## config.mk

```make
export PLATFORM = sky130hd
export DESIGN_NAME = adc_mm_sequencer
export DESIGN_NICKNAME = d
export VERILOG_FILES = /design/src/rtl/adc_regs_pkg.sv /design/src/rtl/adc_poll_timer.sv /design/src/rtl/adc_mm_sequencer.sv
export SDC_FILE = /design/constraint.sdc
export NUM_CORES = 1
export LEC_CHECK = 0
export ABC_CLOCK_PERIOD_IN_PS = 5100
export BUFFER_PORTS_ARGS = -buffer_cell sky130_fd_sc_hd__clkbuf_2
export CAP_MARGIN = 30
export CORE_MARGIN = 1.5
export CORE_UTILIZATION = 45
export CTS_BUF_LIST = sky130_fd_sc_hd__clkbuf_8
export CTS_CLUSTER_SIZE = 14
export DETAILED_ROUTE_END_ITERATION = 10
export PLACE_DENSITY_LB_ADDON = 0.1
export SLEW_MARGIN = 40
export SYNTH_ARGS = -nofsm -noshare
export SYNTH_HDL_FRONTEND = slang
export SYNTH_SLANG_ARGS = --single-unit
```

## constraint.sdc

```tcl
create_clock -name main_clk -period 5.1 [get_ports main_clk]
set_input_delay 0.255 -clock main_clk [delete_from_list [all_inputs] [get_ports main_clk]]
set_output_delay 0.255 -clock main_clk [all_outputs]
set_load 0.05 [all_outputs]
```

## src/rtl/adc_regs_pkg.sv

```systemverilog
// adc_regs_pkg: register map, gain codes and sequencer state encoding
// shared by the ADC register block and its Avalon-MM sequencer.
package adc_regs_pkg;
    localparam int REG_LED      = 0;
    localparam int REG_ADC_EN   = 1;
    localparam int REG_CHA      = 2;
    localparam int REG_CHB      = 3;
    localparam int REG_GAIN_A   = 4;
    localparam int REG_GAIN_B   = 5;
    localparam int REG_SIG_EN   = 6;
    localparam int REG_SIG_F    = 7;
    localparam int REG_LED_MODE = 8;
    localparam int GAIN_2X   = 0;
    localparam int GAIN_3P5X = 1;
    localparam int GAIN_8P5X = 2;
    typedef enum logic [2:0] {IDLE, CFG, POLL_WAIT, RD_A, RD_B, CAP_B} state_e;
    function automatic logic polling(input state_e s);
        return s inside {POLL_WAIT, RD_A, RD_B, CAP_B};
    endfunction
endpackage

```

## src/rtl/adc_poll_timer.sv

```systemverilog
// adc_poll_timer: wrapping 0..DIV-1 divider; tc_o marks the pair-start slot
// (count at 0). Dropping run_i clears the count.
module adc_poll_timer #(
    parameter int DIV = 16
) (
    input  logic main_clk,
    input  logic rst,
    input  logic run_i,
    output logic tc_o
);
    localparam int W = $clog2(DIV);
    logic [W-1:0] cnt_q, cnt_d;
    always_comb cnt_d = run_i ? ((cnt_q == W'(DIV - 1)) ? '0 : cnt_q + 1'b1) : '0;
    always_ff @(posedge main_clk or negedge rst)
        if (!rst) cnt_q <= '0;
        else      cnt_q <= cnt_d;
    assign tc_o = (cnt_q == '0);
endmodule

```

## src/rtl/adc_mm_sequencer.sv

```systemverilog
// adc_mm_sequencer: Avalon-MM initiator that bursts the configuration
// registers on request and polls the A/B sample registers in pairs.
module adc_mm_sequencer
    import adc_regs_pkg::*;
#(
    parameter int POLL_DIV = 16,
    parameter int ADDR_W   = 5,
    parameter int DATA_W   = 16
) (
    input  logic              main_clk,
    input  logic              rst,
    output logic [ADDR_W-1:0] address,
    output logic              read,
    output logic              write,
    output logic [DATA_W-1:0] writedata,
    input  logic [DATA_W-1:0] readdata,
    input  logic              cfg_start,
    input  logic [1:0]        gain_a,
    input  logic [1:0]        gain_b,
    input  logic              siggen_en,
    input  logic              siggen_freq,
    input  logic [1:0]        led_mode,
    input  logic              poll_en,
    output logic [7:0]        sample_a,
    output logic [7:0]        sample_b,
    output logic              sample_valid,
    output logic              cfg_done,
    output logic              busy
);
    state_e     state_q, state_d;
    logic [2:0] idx_q, idx_d;
    logic       pend_q, pend_d;
    logic [1:0] gain_a_q, gain_b_q, led_q, fld;
    logic       sig_en_q, sig_f_q;
    logic [7:0] hold_q, sample_a_q, sample_b_q;
    logic       valid_q, done_q, tc, cfg_take, unused_hi;

    assign unused_hi = ^readdata[DATA_W-1:8];
    assign cfg_take  = cfg_start && state_q != CFG;

    adc_poll_timer #(.DIV(POLL_DIV)) u_timer (
        .main_clk (main_clk),
        .rst      (rst),
        .run_i    (polling(state_q) && polling(state_d)),
        .tc_o     (tc)
    );

    always_comb begin
        state_d = state_q;
        case (state_q)
            IDLE:      state_d = cfg_start ? CFG : poll_en ? POLL_WAIT : IDLE;
            CFG:       state_d = (idx_q != 3'd4) ? CFG : poll_en ? POLL_WAIT : IDLE;
            POLL_WAIT: state_d = cfg_start ? CFG : !poll_en ? IDLE : tc ? RD_A : POLL_WAIT;
            RD_A:      state_d = RD_B;
            RD_B:      state_d = CAP_B;
            CAP_B:     state_d = (pend_q || cfg_start) ? CFG : !poll_en ? IDLE : tc ? RD_A : POLL_WAIT;
            default:   state_d = IDLE;
        endcase
        idx_d  = (state_q == CFG && idx_q != 3'd4) ? idx_q + 3'd1 : 3'd0;
        pend_d = (state_q == RD_A || state_q == RD_B) && (pend_q || cfg_start);
    end

    always_comb begin
        write     = state_q == CFG;
        read      = state_q == RD_A || state_q == RD_B;
        busy      = write || read || state_q == CAP_B;
        fld       = idx_q == 3'd0 ? gain_a_q : idx_q == 3'd1 ? gain_b_q :
                    idx_q == 3'd2 ? {1'b0, sig_en_q} : idx_q == 3'd3 ? {1'b0, sig_f_q} : led_q;
        writedata = write ? DATA_W'(fld) : '0;
        address   = write ? ADDR_W'(REG_GAIN_A + int'(idx_q)) :
                    state_q == RD_A ? ADDR_W'(REG_CHA) :
                    state_q == RD_B ? ADDR_W'(REG_CHB) : '0;
    end

    always_ff @(posedge main_clk or negedge rst) begin
        if (!rst) begin
            state_q    <= IDLE;
            idx_q      <= '0;
            pend_q     <= 1'b0;
            gain_a_q   <= '0;
            gain_b_q   <= '0;
            led_q      <= '0;
            sig_en_q   <= 1'b0;
            sig_f_q    <= 1'b0;
            hold_q     <= '0;
            sample_a_q <= '0;
            sample_b_q <= '0;
            valid_q    <= 1'b0;
            done_q     <= 1'b0;
        end else begin
            state_q <= state_d;
            idx_q   <= idx_d;
            pend_q  <= pend_d;
            valid_q <= state_q == CAP_B;
            done_q  <= state_q == CFG && idx_q == 3'd4;
            if (cfg_take) begin
                gain_a_q <= gain_a;
                gain_b_q <= gain_b;
                led_q    <= led_mode;
                sig_en_q <= siggen_en;
                sig_f_q  <= siggen_freq;
            end
            // A lands one cycle after its read, i.e. while B is being requested
            if (state_q == RD_B) hold_q <= readdata[7:0];
            if (state_q == CAP_B) begin
                sample_a_q <= hold_q;
                sample_b_q <= readdata[7:0];
            end
        end
    end

    assign sample_a     = sample_a_q;
    assign sample_b     = sample_b_q;
    assign sample_valid = valid_q;
    assign cfg_done     = done_q;
endmodule

```

Yosys cells after proc, flatten, opt, wreduce, memory -nomap -nowiden
Index checks and enable logic that the tools add are counted.

$lt $le $gt $ge: 0. Eq/ne operators: 16. Reductions and logical operators: 14. Muxes and demuxes: 19. $add $sub $neg: 3. Shifts and indexed selects: 0. Div/mod/pow operators: 0. Multipliers: 0. Bitwise operators: 0.

Operators with widths (count): $mux 2 (11); $eq 3x2->1 const B (6); $pmux 3 s6 (1); $eq 3x3->1 const B (5); $mux 4 (3); $mux 3 (3); $reduce_bool 4->1 (2); $eq 3x1->1 const B (2); $logic_not 3->1 (2); $logic_and 1x1->1 (5); $add 3x3->4 const A (1); $add 4x1->4 const B (1); $eq 4x4->1 const B (1); $logic_not 4->1 (1); $logic_or 1x1->1 (4); $add 3x1->3 const B (1); $ne 3x1->1 const B (1); $ne 3x3->1 const B (1); $mux 1 (1).

Bits in latches: 0. Bits in writable memories: 0. Logic and storage cells: 66. Bits of input ports: 28. Memories: 0. Bits in read-only memories: 0. Bits in registers: 45.

Depth between registers and ports, before layout
Gate-level depths: netlist of the first run.

Depth after elaboration: 9. Gate-level depth with buffers: 6. Mapped depth without buffers: 6.

Hierarchy
Synthesis of the first run repeated with hierarchy kept, for this count alone.

Cells, all modules: 169. Area total of the unflattened synthesis: 2148.3 sq um.

By module, submodules not included: adc_mm_sequencer (cells an instance 152, times used 1, area each 1954.4 sq um); adc_poll_timer (cells an instance 17, times used 1, area each 193.9 sq um).

Worst setup path after synthesis of the first run
No wires, ideal clock.

Path kind: reg2out. Start: register state_q[1]. End: output port writedata[0]. Arrival: 2.374 ns. Path slack: 2.471 ns. Data required time: 4.845 ns. Buffers on the path: 1. Cell stages (with the launch flop): 6. Path through: dfrtp_1 > or3b_2 > clkbuf_1 > inv_1 > o21ai_0 > a21oi_1.

Longest elaborated chain between the ends: 2.

RTL lines: start: declaration (line adc_mm_sequencer.sv:30) `state_e state_q, state_d;`; start signal: assignment (line adc_mm_sequencer.sv:91) `state_q <= state_d;`; $eq 3x1->1 (line adc_mm_sequencer.sv:64) `write = state_q == CFG;`; via write (line adc_mm_sequencer.sv:14) `output logic write,`; $mux 2 (line adc_mm_sequencer.sv:69) `writedata = write ? DATA_W'(fld) : '0;`; end: declaration (line adc_mm_sequencer.sv:15) `output logic [DATA_W-1:0] writedata,`.

The timed path passes the listed nets, and every way through them passes these cells.

Worst setup path after layout of the first run
Start: register state_q[0]. End: output port writedata[0].

Longest elaborated chain between the ends: 2.

RTL lines (line): $eq 3x1->1 (adc_mm_sequencer.sv:64); $mux 2 (adc_mm_sequencer.sv:69).

No other way between the ends.

==> impl_summary.txt, run 1 <==
----------------------------------------------------
[Clock tree]
  Source-to-sink clock delay at the later pin of the worst-skew pair ... 0.30 ns
  Hold-fix buffers, CTS ... 0
  Number of gates resized after cts ... 0
  Clock input transition at the sequential cells of the worst setup and hold paths ... 0.09 ns
  Deepest clock path buffer count ... 2
  CTS tree ... built
  Num CTS Buffers ... 5
  Depth of the CTS H-tree ... 2
  Clock sinks ... 45
  Buffers inserted by post-CTS timing repair ... 0
  Root cell of the clock tree ... sky130_fd_sc_hd__clkbuf_8

[Detailed routing]
  Antenna Violating Nets Remaining ... 0
  Remaining DRCs ... 0
  Via count of the routed design ... 1531
  Total routed wirelength ... 3970 um
  DRT Pass-1 Iters ... 4
  Number of DRC markers in iteration 0 ... 49
  Via count normalized by instance count ... 4.86
  Wire length per cell ... 12.6 um

[Floorplan]
  Vertical die dimension ... 72.5 um
  FP Rows ... 25
  Starting density of the core ... 46.3%
  Ports ... 70
  Core Box Area ... 4690 sq um
  Floorplan die area ... 5250 sq um
  Chip Width ... 72.5 um

[Setup path]
  Type of destination of the critical path ... primary output
  Startpoint class of the critical path ... register
  Critical path's slowest cell ... sky130_fd_sc_hd__dfrtp_1
  Largest stage delay, worst path ... 0.58 ns
  R2R cell count ... 4
  Worst EP arrival ... 2.14 ns
  Cells along the critical path ... or3b_2, inv_1, o21ai_0, a21oi_1, clkbuf_2
  Worst path required time ... 4.85 ns
  Biggest fanout along the worst timing path ... 10
  Kind of critical path ... reg2out

[Logic synthesis]
  Count of flip-flops with a built-in enable after synthesis ... 0
  Post-synthesis simple-gate area fraction ... 18.9%
  Portion of netlist area occupied by mux cells ... 8.30%
  Post-synthesis compound-gate area fraction ... 7.03%
  Leading post-synthesis cells by cell area ... sky130_fd_sc_hd__dfrtp_1 52%, sky130_fd_sc_hd__nand2_1 9.0%, sky130_fd_sc_hd__mux2_2 8.3%
  Count of different cell masters after synthesis ... 38
  Area of the mapped netlist ... 2170 sq um
  Main combinational cell family by area after synthesis ... simple AND/OR/NAND/NOR gates
  Fraction of the mapped netlist area in adder cells ... 4.61%
  Parity-gate share of the synthesized area counting xor and xnor cells ... 0.403%
  Synth top area share ... 51.9%
  Yosys reg bits ... 45
  Most area-hungry cell type in the Yosys netlist ... sky130_fd_sc_hd__dfrtp_1
  Top-count cell post-synth ... sky130_fd_sc_hd__nand2_1
  Avg Cell Area, Syn ... 10.2 sq um
  Cell count after synthesis ... 213
  Fraction of registers with async set or reset after synthesis ... 100%
  Yosys synthesis warning count ... 0
  Most frequently used flop master after synthesis ... sky130_fd_sc_hd__dfrtp_1
  Cell types with the highest counts after synthesis ... 52 x sky130_fd_sc_hd__nand2_1, 45 x sky130_fd_sc_hd__dfrtp_1, 16 x sky130_fd_sc_hd__buf_4, 16 x sky130_fd_sc_hd__mux2_2, 11 x sky130_fd_sc_hd__nor2_1
  Proportion of synthesized chip area in sequential cells ... 51.9%

[Hold path]
  Hold/Removal Path Class ... in2async

[STA]
  Final-layout setup total negative slack ... 0 ns
  Period Utilization, post-route ... 46.9%
  Number of endpoints with negative hold slack in the final report ... 0
  Hold Slack ... 0.0228 ns
  Clock tree skew after final layout ... 0.00816 ns
  Worst slew margin ... 57.1%
  Final setup violation count ... 0
  Max-slew violations ... 0
  Max Fclk ... 0.418 GHz
  RSZ-0062 raised after global routing ... false
  Period minus WS final ... 2.39 ns
  Slew at the pin closest to its max-slew limit ... 0.642 ns

[Layout]
  Filler instances ... 451
  Final net count ... 296
  Area Overhead vs Synth ... 16.4%
  Inserted Diodes ... 0
  Fraction of final layout cells with drive strength greater than 1 ... 28.7%

[Job]
  Max-cap violation count ... 0

[GRT]
  Maximum number of pins on one net before global-route repair ... 46
  Total gr overflow ... 0
  Overall global routing resource usage ... 16.5%
  Vias in the first global route ... 1416
  Wire length of the first global-routing pass ... 6600 um
  Initial antenna violation count ... 0

[Power and ir drop]
  Peak supply drop ... 0.000441 V
  Final Power ... 1.87 mW
  Total power per unit cell area ... 742 nW/um^2
  Static Leakage ... 1.36 nW

[Placed design]
  PortBufs ... 46
  Placer congestion estimate ... 0.747
  Half-perimeter wire length after detailed placement ... 2760 um

[Status]
  Status ... completed

----------------------------------------------------
==> routing by layer <==
metal,GRT usage [%],vias to the layer above,share of wire (%)
li1,-,768,-
met1,22.5,718,49
met2,24.8,39,44
met3,4.86,6,5.0
met4,6.29,0,1.6
met5,0,-,0
==> worst max-delay path, delay by kind of cell (launching register included) <==
family          cells  cell delay (ns)
simple gates        1             0.56
compound gates      2             0.23
buf+inv             2             0.47
flops               1             0.58
==> metrics by stage <==
step / area (sq um) / std cells / worst slack [ns] / utilization, %
final: 2530 / 315 / 2.71 / 53.8
after global routing: 2530 / 315 / 2.52 / 53.8
after CTS: 2530 / 315 / 2.68 / 53.8
after detailed placement: 2390 / 307 / 3.02 / 51.0
after global placement: 2390 / 307 / 2.91 / 50.9
after floorplan: 2220 / 227 / 2.47 / -
==> layout by cell type (no fill, tap or decap), types with 2 or more instances in the layout <==
master                      instances
sky130_fd_sc_hd__o21bai_1           2
sky130_fd_sc_hd__inv_1              9
sky130_fd_sc_hd__and2_1             3
sky130_fd_sc_hd__nand2b_1           2
sky130_fd_sc_hd__nor2b_1            4
sky130_fd_sc_hd__dfrtp_1           45
sky130_fd_sc_hd__nor2_1            11
sky130_fd_sc_hd__and3_1             2
sky130_fd_sc_hd__clkinv_1           2
sky130_fd_sc_hd__clkbuf_8           5
sky130_fd_sc_hd__mux2_2            16
sky130_fd_sc_hd__bufinv_16          2
sky130_fd_sc_hd__a21oi_1            5
sky130_fd_sc_hd__clkbuf_2          46
sky130_fd_sc_hd__ha_1               8
sky130_fd_sc_hd__a32oi_1            2
sky130_fd_sc_hd__o21ai_0            9
sky130_fd_sc_hd__nand2_1           52
sky130_fd_sc_hd__conb_1            15
==> report_power, final <==
part / switching, mW / leakage (nW) / internal (mW)
Clock: 0.122 / 0.0681 / 0.195
Sequential: 0.108 / 0.567 / 0.509
Combinational: 0.673 / 0.722 / 0.267
==> layout make-up <==
class / count / area (sq um) / share of cell area, %
Sequential cell: 45 / 1130 / 44.6
Tap cell: 54 / 67.6 / 2.67
Multi-Input combinational cell: 150 / 920 / 36.4
Clock buffer: 5 / 68.8 / 2.72
Inverter: 11 / 41.3 / 1.63
Clock inverter: 3 / 65.1 / 2.58
Timing Repair Buffer: 47 / 238 / 9.41
==> state kept, by name, indices dropped and copies added (netlist names), 2 cells and up <==
name / flops
hold_q: 8
led_q: 2
gain_b_q: 2
sample_b: 8
sample_a: 8
u_timer.cnt_q: 4
idx_q: 3
state_q: 3
gain_a_q: 2
==> final timing paths <==
kind                                  start                to  slack [ns]
worst max-delay path             state_q[0]      writedata[0]        2.71
worst min-delay path                    rst          cfg_done        0.02
worst max register to register   state_q[1]  u_timer.cnt_q[0]        3.13
worst min register to register    hold_q[2]       sample_a[2]        0.47
max in group asynchronous               rst  u_timer.cnt_q[2]        4.68
min in group main_clk           readdata[6]       sample_b[6]        0.16
==> cell families (layout without fill, tap and decap cells) <==
logic type / count (synthesis) / after routing
xor gates and xnor gates: 1 / 1
buffers and inverters: 32 / 66
and+or+nand+nor: 86 / 86
AOI/OAI and AO/OA: 24 / 24
muxes: 16 / 16
other: 1 / 15
adders and majority gates: 8 / 8
DFF: 45 / 45
(Power assumes the default switching activity.)
==> run 2, diff against run 1 <==
- ABC_CLOCK_PERIOD_IN_PS: 5100 -> 2060
- clock period: 5.1 -> 2.06 ns (I/O delays scaled with it)
==> run 2 against run 1 <==
Register-to-register slack worse by 2.9 ns. Largest power group unchanged. Total power grew to 2.6 times the previous value. Final cell count is 4.4% higher. Hold slack worse by 0.021 ns. Critical path depth is 3 higher. Sequential power is 140% higher. Utilization is 3.2 points higher. Count of clock-buffer cells in the layout stayed put. Clock power is 110% higher. Non-clock buffer count is 14 higher.
==> impl_summary.txt, run 2 (same netlist as run 1, synthesis figures left out) <==
----------------------------------------------------
[STA]
  Period minus WS final ... 1.98 ns
  Max-slew violations ... 0 (unchanged)
  RSZ-0062 raised after global routing ... false
  Final setup violation count ... 0 (unchanged)
  Number of endpoints with negative hold slack in the final report ... 0 (unchanged)
  Worst slew margin ... 62.4% (+5.2 points)
  Worst setup margin ... 0.0769 ns (-2.63 ns)
  Slew at the pin closest to its max-slew limit ... 0.564 ns (-0.0779 ns)
  Final-layout setup total negative slack ... 0 ns (unchanged)
  Period Utilization, post-route ... 96.3%
  Max Fclk ... 0.504 GHz
  Clock tree skew after final layout ... 0.0109 ns (+0.00279 ns)
  Hold Slack ... 0.00211 ns (-0.0207 ns)

[Detailed routing]
  Antenna Violating Nets Remaining ... 0 (unchanged)
  Wire length per cell ... 13.2 um (+4.7%)
  Remaining DRCs ... 0 (unchanged)
  Top routing layer in use ... met4
  Via count normalized by instance count ... 4.92 (+1.2%)
  Met1 wire length ... 1980 um (+1.6%)
  Total routed wirelength ... 4340 um (+9.4%)
  Wire length on met3 ... 258 um (+31%)
  DRT Pass-1 Iters ... 4 (unchanged)
  Detailed route wirelength on metal2 ... 2040 um (+16%)
  Via count of the routed design ... 1619 (+5.7%)
  Number of DRC markers in iteration 0 ... 50 (+2.0%)

[Setup path]
  Crit-path leading delay family ... compound AO/OA/AOI/OAI gates
  CP startpoint ... idx_q[0]
  Largest stage delay, worst path ... 0.40 ns (-0.18 ns)
  Buffer and inverter count on the worst path ... 3 (+1)
  Startpoint class of the critical path ... register
  Cells along the critical path ... buf_4, inv_1, ha_2, nor2b_1, o21ai_0, a32oi_2, a21oi_4, buf_8
  Kind of critical path ... reg2out
  Critical R2R Launch ... state_q[1]
  R2R cell count ... 5 (+1)
  Biggest fanout along the worst timing path ... 4 (-6)
  Reg2reg setup slack ... 0.20 ns (-2.93 ns)
  Worst EP arrival ... 1.88 ns (-0.26 ns)
  Critical path's slowest cell ... sky130_fd_sc_hd__dfrtp_1
  Worst path required time ... 1.96 ns (-2.89 ns)
  Worst reg2reg path endpoint ... u_timer.cnt_q[0]
  Type of destination of the critical path ... primary output

[Clock tree]
  Num CTS Buffers ... 5 (unchanged)
  Deepest clock path buffer count ... 2 (unchanged)
  Clock input transition at the sequential cells of the worst setup and hold paths ... 0.09 ns (about the same)
  Clock sinks ... 45 (unchanged)
  Source-to-sink clock delay at the later pin of the worst-skew pair ... 0.30 ns (about the same)
  CTS tree ... built
  Depth of the CTS H-tree ... 2 (unchanged)
  Root cell of the clock tree ... sky130_fd_sc_hd__clkbuf_8

[GRT]
  Maximum number of pins on one net before global-route repair ... 46 (unchanged)
  Wire length of the first global-routing pass ... 7180 um (+8.8%)
  Overall global routing resource usage ... 17.9% (+1.4 points)
  Initial antenna violation count ... 0 (unchanged)
  Total gr overflow ... 0 (unchanged)
  Vias in the first global route ... 1556 (+9.9%)

[Power and ir drop]
  Peak supply drop ... 0.000925 V (+110%)
  Design internal power ... 2.47 mW (+150%)
  Switching component of the power ... 2.38 mW (+160%)
  Combinational fraction of design power ... 56.1% (+5.9 points)
  Proportion of power drawn by flip-flops and latches ... 30.3% (-2.6 points)
  Share of power burned in the clock network ... 13.7% (-3.2 points)
  Static Leakage ... 1.41 nW (+4.2%)
  Switching fraction of total power ... 49.0% (+0.81 points)
  Total power per unit cell area ... 1810 nW/um^2 (+140%)

[Hold path]
  Hold/Removal Path Class ... in2reg
  Source of the worst hold timing path ... readdata[1]
  Number of instances on the worst hold path ... 3
  Hold Crit Endpoint ... sample_b[1]

[Floorplan]
  Starting density of the core ... 46.3% (unchanged)
  Core Box Area ... 4690 sq um (unchanged)
  Vertical die dimension ... 72.5 um (unchanged)
  Floorplan die area ... 5250 sq um (unchanged)
  FP Rows ... 25 (unchanged)
  Ports ... 70 (unchanged)
  Chip Width ... 72.5 um (unchanged)

[Layout]
  Filler instances ... 442 (-2.0%)
  Fraction of final layout cells with drive strength greater than 1 ... 34.2% (+5.4 points)
  Highest-count cells in the layout ignoring fill and taps ... 52 x sky130_fd_sc_hd__nand2_1, 45 x sky130_fd_sc_hd__dfrtp_1, 44 x sky130_fd_sc_hd__clkbuf_2, 16 x sky130_fd_sc_hd__mux2_2, 15 x sky130_fd_sc_hd__conb_1
  Inserted Diodes ... 0 (unchanged)
  Most common library cell in the layout ignoring fill and taps ... sky130_fd_sc_hd__nand2_1
  Area Overhead vs Synth ... 23.3%
  Final non-filler cell area ... 2680 sq um (+5.9%)
  Final net count ... 310 (+4.7%)

[Placed design]
  PortBufs ... 46 (unchanged)
  Placer congestion estimate ... 0.814 (+9.0%)
  Half-perimeter wire length after detailed placement ... 2960 um (+7.1%)
  Area post-placement ... 2480 sq um (+3.7%)
  Pre-CTS WS ... 0.131 ns (-2.89 ns)

[Status]
  Status ... completed

[Job]
  Max-cap violation count ... 0 (unchanged)

----------------------------------------------------
run 2: cell count changes in the layout (fill, tap and decap cells not counted), sizes merged:
cell,delta
bufinv,-1
buf,+12
clkbuf,-1
clkinvlp,+1
dlygate4sd3,+3
run 2: layout make-up:
type	instances	area (sq um)	share of cell area (%)
clock buffers	5	68.8	2.57
clock inverters	3	42.5	1.59
inverters	11	45.0	1.68
multi-input cells	150	963	36.0
flip-flops and latches	45	1130	42.1
well taps	54	67.6	2.52
repair buffers	61	363	13.6
run 2: tightest hold or removal path: cells and delay by family:
kind,cells,cell delay [ns]
AND/OR/NAND/NOR,2,0.09
buffers and inverters,1,0.08
run 2: per-layer routing:
metal,global-route usage (%),vias to the layer above
met5,0,-
met3,5.56,6
li1,-,790
met2,28.9,47
met4,5.87,0
met1,22.9,776
run 2: metrics by stage:
step	util, %	total power, mW	cells
after global routing	57.0	5.14	329
final	57.0	4.85	329
after CTS	56.7	4.85	329
after global placement	52.9	4.03	316
after floorplan	-	3.50	227
after detailed placement	52.9	4.08	316
run 2: power groups by stage:
| stage | clock network, mW | registers, mW | logic, mW |
|---|---|---|---|
| after floorplan | 0 | 2.02 | 1.48 |
| after global placement | 0 | 1.48 | 2.54 |
| final | 0.663 | 1.47 | 2.72 |
| after global routing | 0.714 | 1.52 | 2.91 |
| after CTS | 0.686 | 1.47 | 2.70 |
| after detailed placement | 0 | 1.49 | 2.59 |
run 2: worst max-delay path by stage:
stage                   end  depth (start not counted)  slack (ns)
6_report       writedata[0]                          8        0.08
5_1_grt        writedata[0]                          6       0.007
4_1_cts        writedata[0]                          6       0.008
3_5_place_dp   writedata[0]                          6        0.13
3_3_place_gp   writedata[0]                          6        0.19
2_1_floorplan  writedata[0]                          5        0.11
run 2: timing repair:
item,CTS,global route
endpoints found under the setup margin,2,2
hold buffers,3,0
resized for setup,6,7
pin swaps,2,3
hold endpoints to repair,47,0
setup buffers,2,0
==> run 3, diff against run 2 <==
- PLACE_DENSITY: unset -> 0.84
- PLACE_DENSITY_LB_ADDON: 0.1 -> unset
==> run 3 against run 2 <==
First-iteration DRC count grew 64%. Die area is the same. Clock skew shrank 0.0081 ns. Non-clock buffer count shrank 4. Utilization shrank 0.77 points. Flip-flop and latch count is the same.
==> impl_summary.txt, run 3 (same netlist as run 1, synthesis figures left out) <==
----------------------------------------------------
[Status]
  Status ... completed

[Layout]
  Final non-filler cell area ... 2640 sq um (-1.4%)
  Fraction of final layout cells with drive strength greater than 1 ... 32.8% (-1.3 points)
  Inserted Diodes ... 0 (unchanged)
  Final core utilization ... 56.3% (-0.77 points)
  Final net count ... 306 (-1.3%)
  Most common library cell in the layout ignoring fill and taps ... sky130_fd_sc_hd__nand2_1
  Final Non-Filler Cells ... 325 (-1.2%)
  Area Overhead vs Synth ... 21.6%
  Highest-count cells in the layout ignoring fill and taps ... 52 x sky130_fd_sc_hd__nand2_1, 45 x sky130_fd_sc_hd__dfrtp_1, 43 x sky130_fd_sc_hd__clkbuf_2, 16 x sky130_fd_sc_hd__mux2_2, 15 x sky130_fd_sc_hd__conb_1

[Detailed routing]
  Total routed wirelength ... 4270 um (-1.7%)
  Number of DRC markers in iteration 0 ... 82 (+64%)
  Via count of the routed design ... 1602 (-1.1%)
  Wire length per cell ... 13.1 um (-0.45%)
  Via count normalized by instance count ... 4.93 (+0.17%)
  DRT Pass-1 Iters ... 4 (unchanged)
  Antenna Violating Nets Remaining ... 0 (unchanged)
  Remaining DRCs ... 0 (unchanged)

[GRT]
  Gr busiest metal ... met2
  Total gr overflow ... 0 (unchanged)
  Overall global routing resource usage ... 18.8% (+0.90 points)
  Vias in the first global route ... 1679 (+7.9%)
  Wire length of the first global-routing pass ... 7540 um (+5.1%)
  GR Util met2 ... 29.6% (+0.72 points)
  Maximum number of pins on one net before global-route repair ... 46 (unchanged)
  Global routing usage on met1 ... 24.1% (+1.2 points)
  Initial antenna violation count ... 0 (unchanged)
  Met3 track demand over resource ... 5.69% (+0.14 points)

[STA]
  Number of endpoints with negative hold slack in the final report ... 0 (unchanged)
  Period Utilization, post-route ... 96.7% (+0.41 points)
  Worst slew margin ... 62.7% (+0.28 points)
  Final setup violation count ... 0 (unchanged)
  Worst setup margin ... 0.0684 ns (-0.00845 ns)
  Final-layout setup total negative slack ... 0 ns (unchanged)
  RSZ-0062 raised after global routing ... false
  Max Fclk ... 0.502 GHz (-0.42%)
  Period minus WS final ... 1.99 ns (+0.00845 ns)
  Max-slew violations ... 0 (unchanged)
  Clock tree skew after final layout ... 0.00282 ns (-0.00813 ns)
  Slew at the pin closest to its max-slew limit ... 0.560 ns (-0.00417 ns)

[Floorplan]
  FP Rows ... 25 (unchanged)
  Floorplan die area ... 5250 sq um (unchanged)
  Ports ... 70 (unchanged)
  Vertical die dimension ... 72.5 um (unchanged)
  Chip Width ... 72.5 um (unchanged)
  Core Box Area ... 4690 sq um (unchanged)
  Starting density of the core ... 46.3% (unchanged)

[Job]
  Max-cap violation count ... 0 (unchanged)

[Clock tree]
  Depth of the CTS H-tree ... 2 (unchanged)
  Num CTS Buffers ... 5 (unchanged)
  CTS tree ... built
  Deepest clock path buffer count ... 2 (unchanged)
  Clock input transition at the sequential cells of the worst setup and hold paths ... 0.08 ns (about the same)
  Root cell of the clock tree ... sky130_fd_sc_hd__clkbuf_8
  Clock sinks ... 45 (unchanged)
  Source-to-sink clock delay at the later pin of the worst-skew pair ... 0.29 ns (about the same)

[Power and ir drop]
  Static Leakage ... 1.40 nW (-0.91%)
  Peak supply drop ... 0.00118 V (+28%)
  Total power per unit cell area ... 1830 nW/um^2 (+1.1%)

[Setup path]
  Worst EP arrival ... 1.89 ns (about the same)
  Type of destination of the critical path ... primary output
  Worst path required time ... 1.96 ns (about the same)
  Biggest fanout along the worst timing path ... 3 (-1)
  Kind of critical path ... reg2out
  Startpoint class of the critical path ... register

[Placed design]
  Half-perimeter wire length after detailed placement ... 3020 um (+2.1%)
  Area post-placement ... 2460 sq um (-0.61%)
  Placed cells ... 314 (-0.63%)
  PortBufs ... 46 (unchanged)
  Placer congestion estimate ... 0.748 (-8.1%)
  Pre-CTS WS ... 0.160 ns (+0.0290 ns)

[Hold path]
  Hold/Removal Path Class ... in2reg

----------------------------------------------------
run 3: cell types whose count changed in the layout (fill, tap and decap cells not counted):
cell	previous run	this run
sky130_fd_sc_hd__o21ai_0	7	6
sky130_fd_sc_hd__buf_2	0	1
sky130_fd_sc_hd__buf_4	12	10
sky130_fd_sc_hd__nor3b_2	1	0
sky130_fd_sc_hd__ha_1	4	6
sky130_fd_sc_hd__o21ai_1	2	3
sky130_fd_sc_hd__ha_2	4	2
sky130_fd_sc_hd__a32oi_1	0	1
sky130_fd_sc_hd__clkinv_4	1	0
sky130_fd_sc_hd__a32oi_2	2	1
sky130_fd_sc_hd__clkbuf_2	44	43
sky130_fd_sc_hd__nor3b_4	0	1
sky130_fd_sc_hd__dlygate4sd3_1	3	1
sky130_fd_sc_hd__clkbuf_8	5	6
run 3: metrics by stage:
step / hold slack (ns) / total power, mW
after detailed placement: 0.221 / 4.06
after global routing: 0.0103 / 5.16
after floorplan: -0.193 / 3.50
after global placement: 0.213 / 3.99
final: 0.0120 / 4.84
after CTS: 0.00484 / 4.84
run 3: area by class of cell:
cell class,count,area (sq um)
Fill cell,417,2050
Sequential cell,45,1130
Multi-Input combinational cell,150,957
Timing Repair Buffer,57,328
Clock buffer,6,82.6
Tap cell,54,67.6
Inverter,11,45.0
Clock inverter,2,33.8
run 3: metal layers:
layer  vias to the layer above  part of all wire [%]
met2                        54                    47
met4                         0                   2.3
met1                       757                    43
met3                         9                   6.8
met5                         -                     0
li1                        782                     -
run 3: what timing repair did:
action                                 in CTS  in global routing
setup endpoints to repair                   2                  3
hold buffers                                1                  0
cloned                                      0                  0
endpoints found under the hold margin      45                  0
pin swaps                                   2                  1
buffers inserted                            2                  0
gates resized for setup                     5                  8
run 3: power by group:
part	leakage (nW)	switching (mW)	total (mW)	internal [mW]
sequential	0.567	0.227	1.49	1.26
clock	0.0626	0.286	0.676	0.390
combinational	0.771	1.84	2.68	0.837
run 3: final timing paths:
path                        startpoint               end  slack (ns)  cells past startpoint
setup / recovery              idx_q[0]      writedata[0]        0.07                      6
hold / removal             readdata[3]       sample_b[3]        0.01                      3
setup reg to reg            state_q[2]  u_timer.cnt_q[0]        0.18                      5
hold reg to reg              hold_q[4]       sample_a[4]        0.47                      2
max in group asynchronous          rst      sample_valid        1.25                      3
min in group asynchronous          rst         hold_q[3]        0.43                      3
run 3: critical path, cell delays in order, from the launching register on:
cell                      delay, ns
sky130_fd_sc_hd__dfrtp_1       0.40
sky130_fd_sc_hd__ha_1          0.21
sky130_fd_sc_hd__ha_2          0.19
sky130_fd_sc_hd__a221o_1       0.33
sky130_fd_sc_hd__a32oi_2       0.22
sky130_fd_sc_hd__a21oi_4       0.09
sky130_fd_sc_hd__buf_8         0.16
